===== src/rtl/timer_pkg.sv =====
// Shared definitions for the memory-mapped down-counting timer:
// register offsets, CTRL bit positions and the CTRL register layout.
package timer_pkg;

    localparam logic [4:0] TMR_CTRL   = 5'h00;
    localparam logic [4:0] TMR_LOAD   = 5'h04;
    localparam logic [4:0] TMR_COUNT  = 5'h08;
    localparam logic [4:0] TMR_STATUS = 5'h0C;
    localparam logic [4:0] TMR_CMP    = 5'h10;

    localparam int unsigned CTRL_EN = 0;
    localparam int unsigned CTRL_AR = 1;
    localparam int unsigned CTRL_IE = 2;

    typedef struct packed {
        logic ie;
        logic ar;
        logic en;
    } ctrl_t;

endpackage


===== src/rtl/mmio_timer_if.sv =====
// Data-bus responder interface between the core/chipset and the timer.
interface mmio_timer_if #(
    parameter int unsigned WIDTH  = 32,
    parameter int unsigned ADDR_W = 8
);
    logic              sel;
    logic              we;
    logic [ADDR_W-1:0] addr;
    logic [WIDTH-1:0]  wdata;
    logic [WIDTH-1:0]  rdata;

    modport master (output sel, we, addr, wdata, input rdata);
    modport slave  (input sel, we, addr, wdata, output rdata);
endinterface


===== src/rtl/timer_prescaler.sv =====
// Divides the core clock into count ticks: one tick every PRESCALE cycles while enabled.
module timer_prescaler #(
    parameter int unsigned PRESCALE = 1
) (
    input  logic clk,
    input  logic rst,
    input  logic en,
    input  logic clr,
    output logic tick
);
    localparam int unsigned CNT_W = (PRESCALE > 1) ? $clog2(PRESCALE) : 1;
    localparam logic [CNT_W-1:0] LAST = CNT_W'(PRESCALE - 1);

    logic [CNT_W-1:0] r_cnt;
    logic             w_wrap;

    assign w_wrap = (r_cnt == LAST);
    assign tick   = en & w_wrap;

    // Held at zero while disabled; restarted on any CTRL write.
    always_ff @(posedge clk or negedge rst) begin
        if (!rst) begin
            r_cnt <= '0;
        end else if (clr || !en || w_wrap) begin
            r_cnt <= '0;
        end else begin
            r_cnt <= r_cnt + CNT_W'(1);
        end
    end
endmodule


===== src/rtl/mmio_timer.sv =====
// Memory-mapped down-counting timer with sticky expiry flag and level interrupt.
// Optional compare/PWM output enabled by defining MMIO_TIMER_PWM_EN.
module mmio_timer
    import timer_pkg::*;
#(
    parameter int unsigned WIDTH    = 32,
    parameter int unsigned ADDR_W   = 8,
    parameter int unsigned PRESCALE = 1
) (
    input  logic         clk,
    input  logic         rst,
    mmio_timer_if.slave  bus,
    output logic         irq,
    output logic         pwm_out
);
    ctrl_t            r_ctrl;
    logic [WIDTH-1:0] r_load;
    logic [WIDTH-1:0] r_count;
    logic             r_exp;

    logic [4:0] w_off;
    logic       w_wr;
    logic       w_wr_ctrl;
    logic       w_wr_load;
    logic       w_wr_count;
    logic       w_wr_status;
    logic       w_tick;
    logic       w_tick_ok;
    logic       w_expire;
    logic       w_unused;

    assign w_off       = {bus.addr[4:2], 2'b00};
    assign w_wr        = bus.sel & bus.we;
    assign w_wr_ctrl   = w_wr & (w_off == TMR_CTRL);
    assign w_wr_load   = w_wr & (w_off == TMR_LOAD);
    assign w_wr_count  = w_wr & (w_off == TMR_COUNT);
    assign w_wr_status = w_wr & (w_off == TMR_STATUS);
    assign w_unused    = &{1'b0, bus.addr[ADDR_W-1:5], bus.addr[1:0]};

    timer_prescaler #(.PRESCALE(PRESCALE)) u_prescaler (
        .clk  (clk),
        .rst  (rst),
        .en   (r_ctrl.en),
        .clr  (w_wr_ctrl),
        .tick (w_tick)
    );

    // Writing EN=0 cancels a coincident tick; a COUNT write overrides the tick entirely.
    assign w_tick_ok = w_tick & ~(w_wr_ctrl & ~bus.wdata[CTRL_EN]);
    assign w_expire  = w_tick_ok & ~w_wr_count & (r_count == '0);

    always_ff @(posedge clk or negedge rst) begin
        if (!rst) begin
            r_ctrl <= '0;
        end else if (w_wr_ctrl) begin
            r_ctrl <= '{ie: bus.wdata[CTRL_IE], ar: bus.wdata[CTRL_AR], en: bus.wdata[CTRL_EN]};
        end else if (w_expire && !r_ctrl.ar) begin
            r_ctrl.en <= 1'b0;
        end
    end

    always_ff @(posedge clk or negedge rst) begin
        if (!rst) begin
            r_load <= '0;
        end else if (w_wr_load) begin
            r_load <= bus.wdata;
        end
    end

    always_ff @(posedge clk or negedge rst) begin
        if (!rst) begin
            r_count <= '0;
        end else if (w_wr_count) begin
            r_count <= bus.wdata;
        end else if (w_tick_ok) begin
            if (r_count != '0) begin
                r_count <= r_count - WIDTH'(1);
            end else if (r_ctrl.ar) begin
                r_count <= r_load;
            end
        end
    end

    // Set wins over write-one-to-clear on the same edge.
    always_ff @(posedge clk or negedge rst) begin
        if (!rst) begin
            r_exp <= 1'b0;
        end else if (w_expire) begin
            r_exp <= 1'b1;
        end else if (w_wr_status && bus.wdata[0]) begin
            r_exp <= 1'b0;
        end
    end

`ifdef MMIO_TIMER_PWM_EN
    logic [WIDTH-1:0] r_cmp;
    logic             r_pwm;
    logic             w_wr_cmp;

    assign w_wr_cmp = w_wr & (w_off == TMR_CMP);

    always_ff @(posedge clk or negedge rst) begin
        if (!rst) begin
            r_cmp <= '0;
            r_pwm <= 1'b0;
        end else begin
            if (w_wr_cmp) begin
                r_cmp <= bus.wdata;
            end
            r_pwm <= r_ctrl.en & (r_count < r_cmp);
        end
    end

    assign pwm_out = r_pwm;
`else
    assign pwm_out = 1'b0;
`endif

    // Zero-latency read mux for the single-cycle core.
    always_comb begin
        bus.rdata = '0;
        if (bus.sel) begin
            case (w_off)
                TMR_CTRL:   bus.rdata = WIDTH'(r_ctrl);
                TMR_LOAD:   bus.rdata = r_load;
                TMR_COUNT:  bus.rdata = r_count;
                TMR_STATUS: bus.rdata = WIDTH'(r_exp);
`ifdef MMIO_TIMER_PWM_EN
                TMR_CMP:    bus.rdata = r_cmp;
`endif
                default:    bus.rdata = '0;
            endcase
        end
    end

    assign irq = r_exp & r_ctrl.ie;

endmodule

===== src/flat_wrapper.sv =====
// flat-port wrapper written by rule: the top's interface ports become plain ports
module mmio_timer_flat import timer_pkg::*;
#(
    parameter int unsigned WIDTH    = 32,
    parameter int unsigned ADDR_W   = 8,
    parameter int unsigned PRESCALE = 1
)
  (clk, rst, irq, pwm_out, bus_sel, bus_we, bus_addr, bus_wdata, bus_rdata);
  mmio_timer_if #(.WIDTH(WIDTH), .ADDR_W(ADDR_W)) bus_i ();
  input  logic clk;
  input  logic rst;
  output logic irq;
  output logic pwm_out;
  input wire logic [$bits(bus_i.sel)-1:0] bus_sel;
  input wire logic [$bits(bus_i.we)-1:0] bus_we;
  input wire logic [$bits(bus_i.addr)-1:0] bus_addr;
  input wire logic [$bits(bus_i.wdata)-1:0] bus_wdata;
  output wire logic [$bits(bus_i.rdata)-1:0] bus_rdata;
  assign bus_i.sel = bus_sel;
  assign bus_i.we = bus_we;
  assign bus_i.addr = bus_addr;
  assign bus_i.wdata = bus_wdata;
  assign bus_rdata = bus_i.rdata;
  mmio_timer #(.WIDTH(WIDTH), .ADDR_W(ADDR_W), .PRESCALE(PRESCALE)) u_core (.clk(clk), .rst(rst), .bus(bus_i), .irq(irq), .pwm_out(pwm_out));
endmodule

===== config.mk =====
export PLATFORM = sky130hd
export DESIGN_NAME = mmio_timer_flat
export DESIGN_NICKNAME = d
export VERILOG_FILES = /design/src/rtl/timer_pkg.sv /design/src/rtl/mmio_timer_if.sv /design/src/rtl/timer_prescaler.sv /design/src/rtl/mmio_timer.sv /design/src/flat_wrapper.sv
export SDC_FILE = /design/constraint.sdc
export NUM_CORES = 1
export LEC_CHECK = 0
export CORE_MARGIN = 3
export CORE_UTILIZATION = 54
export DETAILED_ROUTE_END_ITERATION = 16
export PLACE_DENSITY_LB_ADDON = 0.08
export SYNTH_ARGS = -nofsm -noshare
export SYNTH_HDL_FRONTEND = slang
export SYNTH_SLANG_ARGS = --single-unit

===== constraint.sdc =====
create_clock -name clk -period 4.2 [get_ports clk]
set_input_delay 1.26 -clock clk [delete_from_list [all_inputs] [get_ports clk]]
set_output_delay 1.26 -clock clk [all_outputs]
set_load 0.01 [all_outputs]

==> results.rst <==
.. list-table::
   :header-rows: 1

   * - Metric
     - Value
   * - Worst min-delay path category
     - register to register
   * - Max IR drop VDD
     - roughly 0.00039 V
   * - Height of the chip
     - between 90 and 100 um
   * - Crit-path max cell delay
     - roughly 0.56 ns
   * - First-pass DRT Iterations
     - 5
   * - Ordered list of cells on the worst path
     - dlygate4sd2_1, nor3b_4, buf_4, buf_6, a22oi_1, nor2_1, clkdlybuf4s50_1
   * - Netlist area before placement
     - around 4400 um2
   * - Clock Latency Late Sink
     - 0.35 ns
   * - Clk pwr share
     - 24.2%
   * - Total congestion overflow
     - 0
   * - Cell count after synthesis
     - 480
   * - Top-Level Pins
     - 78
   * - CP Launch Type
     - input pin
   * - Final period demand of the worst path
     - 4.16 ns
   * - Launch instance of the worst min-delay path
     - u_core.r_load[28]
   * - Main flop type after synthesis
     - dfrtp_1
   * - Post-synthesis cell type count
     - 63
   * - Switch Pwr
     - 1.10 mW
   * - Net count reported at finish
     - 589
   * - Total global routing track utilization
     - about 30%
   * - DPL Wire Length
     - around 9000 um
   * - Synth warn
     - 0
   * - Crit path capture type
     - output port
   * - Sequential area share after synthesis
     - approximately two fifths
   * - Number of cell instances on the worst register-to-register path
     - 8
   * - Fraction of layout cells with a size suffix above 1
     - 15.1%
   * - Leak
     - between 2 and 2.5 nW
   * - Die width
     - slightly below 100 um
   * - Count of input and output buffers
     - just over 70
   * - Pwr per Cell Area
     - ~500 nW/um2
   * - Core outline area
     - just under 8000 um2
   * - Clock slew at the register clock pins of the worst setup and hold paths
     - 0.07 ns
   * - Capturing point of the worst reg2reg path
     - u_core.r_ctrl[0]
   * - Highest achievable clock rate
     - 240 MHz
   * - Worst Setup Slack post-DPL
     - -0.279 ns
   * - Portion of total power attributed to sequential cells
     - a little over two fifths
   * - Post-route DRC
     - 0
   * - Clock Root Buffer
     - clkbuf_8
   * - Std cell rows
     - 32
   * - PnR Total Power
     - ~2.9 mW
   * - Period utilization
     - 99.1%
   * - Number of global-route vias before repair
     - 4,177
   * - Average instance area after synthesis
     - roughly 9.2 um2
   * - Count of pins over their slew limit
     - 0
   * - Total of flip-flops plus latches after synthesis
     - between 60 and 70
   * - CTS HTree Levels
     - 3
   * - Switching part of the total power
     - 38.2%
   * - Worst Path Max Fanout
     - 10
   * - Async set-reset flop share out of synthesis
     - 100%
   * - Worst rel slew slack
     - between 30% and 40%
   * - Routed Wire Length
     - 13,300 um
   * - Max Buffers Root-to-Sink
     - 2
   * - Hold Violations, Final
     - 0
   * - Via total after detailed routing
     - 4,348
   * - Tightest hold margin
     - 0.530 ns
   * - Ratio of routed vias to standard cells
     - roughly 6.7
   * - Antenna cells
     - 0
   * - Num CTS Buffers
     - 9
   * - Wire length of the first global-routing pass
     - 21,300 um
   * - Maxcap violations
     - 0
   * - Final design area excluding fillers
     - about 5600 um2
   * - Main area contributors after synthesis
     - dfrtp_1, a22oi_1, mux2_2
   * - Antenna violations before repair
     - 0
   * - ANT nets after route
     - 0
   * - Worst Path Arrival
     - between 2 and 3 ns
   * - Critical path buffer and inverter count
     - 4
   * - Global placement routability congestion
     - around 0.9
   * - Full die area
     - 9320 um2
   * - Number of standard cells in the layout, taps in and fillers out
     - 650
   * - Combinational share of power
     - between 30% and 40%
   * - Placement-stage cell area
     - between 5000 and 6000 um2
   * - Cell internal power dissipation
     - around 1.8 mW
   * - Reg2reg start
     - u_core.r_count[0]
   * - Max Clock Skew
     - about 0.0085 ns
   * - Worst path setup slack after routing
     - 0.0386 ns
   * - Worst Max-Slew Pin Slew
     - 0.917 ns
   * - Outcome
     - finished, final reports clean
   * - Final number of setup-violating endpoints
     - 0
   * - Cell with the largest stage delay on the worst path
     - clkdlybuf4s50_1
   * - Cell type group with the largest total delay on the critical path
     - buffers and inverters
   * - Leading area contributor after synthesis
     - dfrtp_1
   * - Worst Hold Path Cells
     - 1
   * - Initial standard-cell utilization of the core
     - 56.4%
   * - Required time worst endpoint
     - slightly below 3 ns
   * - Worst setup slack for register-to-register paths
     - ~1.1 ns
   * - FILL cells
     - ~640
   * - Number of enable-type register cells in the synthesized netlist
     - 0
   * - Clock sink count
     - 69
   * - WHS Endpoint
     - u_core.r_load[28]
   * - Drt first-iter violations
     - around 360
   * - TritonCTS clock tree
     - yes
   * - Category of the most critical setup path
     - input pin to output port
   * - Area growth from synthesis to layout
     - 26.4%
   * - Pin count of the biggest net entering global routing
     - 70
   * - Post-detailed-route wirelength per cell
     - 20.5 um
   * - Number of cells after detailed placement
     - 632
   * - Fraction of synthesized cell area taken by the top area cell type
     - between 30% and 40%
[final cells by class]
type                       instances  area [um2]  area share [%]
multi-input combinational        364        2520            45.0
inverter                           4        15.0           0.268
sequential                        69        1730            30.8
clock buffer                      13         169            3.02
clock inverter                     3        90.1            1.61
timing repair buffer              95         951            17.0
tap                              102         128            2.28
[through the flow]
step	setup TNS [ns]	utilization, %
2_1_floorplan	0	-
3_3_place_gp	-5.17	67.3
3_5_place_dp	-5.69	67.3
4_1_cts	0	70.9
5_1_grt	-0.0120	71.3
6_report	0	71.3
[cell usage in the layout (no fill, tap or decap), drive strengths merged, types with 4 or more instances in the layout]
cell type	count
a211oi	6
nor3b	5
xor2	4
dlymetal6s2s	13
and3	4
nand3	12
a221o	4
a31oi	12
or3	5
a21oi	21
xnor2	8
nand2	29
clkdlybuf4s50	54
mux2	35
a22oi	44
o31ai	5
o211ai	8
nor2	63
inv	4
clkbuf	13
buf	25
nor4	13
nand4	6
dfrtp	69
o21ai	25
mux2i	4
nor3	7
[worst max path at each step]
stage | start | end | cells past startpoint
final | bus_addr[4] | bus_rdata[14] | 7
after global placement | bus_addr[2] | bus_rdata[7] | 6
after floorplan | bus_addr[2] | bus_rdata[21] | 6
after global routing | bus_addr[4] | bus_rdata[23] | 7
after CTS | bus_addr[4] | bus_rdata[5] | 7
after detailed placement | bus_addr[2] | bus_rdata[25] | 6
[layer usage]
layer | GRT usage [%] | vias to the layer above | wire length [um]
met3 | 4.11 | 35 | 1220
met1 | 39.5 | 2114 | 5240
met4 | 10.0 | 0 | 297
li1 | - | 1929 | -
met2 | 49.8 | 270 | 6580
met5 | 0 | - | 0
[what timing repair did]
item	4_1_cts	5_1_grt
hold buffers	0	0
endpoints found under the setup margin	32	16
pin swaps	1	0
gates resized for setup	7	15
buffers inserted	1	0
cloned	1	0
[worst register-to-register path: cells and delay by family, from the launching register on]
kind | cells | cell delay [ns]
AO/OA/AOI/OAI | 1 | 0.37
flip-flops | 1 | 0.48
buffers and inverters | 2 | 0.44
AND/OR/NAND/NOR | 3 | 1.21
adder cells (fa/ha/maj) | 1 | 0.19
multiplexers | 1 | 0.26
[logic make-up (layout without fill, tap and decap cells)]
family	after synthesis	after routing	share of synthesized area (%)
and+or+nand+nor	165	165	20.9
DFF	69	69	39.0
adders and majority gates	2	2	0.565
other	1	2	0.0847
muxes	40	40	10.3
AOI/OAI and AO/OA	143	143	22.1
xor gates and xnor gates	12	12	2.37
buffers and inverters	48	115	4.60
[sequential cells by signal, indices dropped and copies added (netlist names)]
register and flops:
u_core.u_prescaler.r_cnt 1, u_core.r_count 32, u_core.r_ctrl 3, u_core.r_exp 1, u_core.r_load 32
[power groups by stage]
stage	Clock (mW)	Combinational, mW	Sequential, mW
floorplan	0	0.782	1.07
global placement	0	0.901	1.21
detailed placement	0	0.932	1.23
CTS	0.706	0.945	1.22
global route	0.737	1.06	1.27
finish	0.699	0.954	1.23
[cells in the mapped netlist, types with 3 or more instances]
cell type / instances
a211oi_1: 6
a21oi_1: 21
a221o_1: 4
a221oi_1: 3
a22oi_1: 44
a31oi_1: 12
and3_1: 4
buf_1: 4
buf_2: 10
clkbuf_1: 28
dfrtp_1: 69
inv_1: 4
mux2_1: 10
mux2_2: 25
mux2i_1: 4
nand2_1: 29
nand3_1: 12
nand4_1: 4
nor2_1: 63
nor2b_1: 3
nor3_1: 6
nor3b_1: 3
nor4_1: 6
nor4_2: 4
nor4_4: 3
o211ai_1: 8
o21ai_0: 8
o21ai_1: 17
o31ai_1: 5
or3_1: 5
or4_1: 3
xnor2_1: 8
xor2_1: 4
Power figures use the tool's default switching activity.
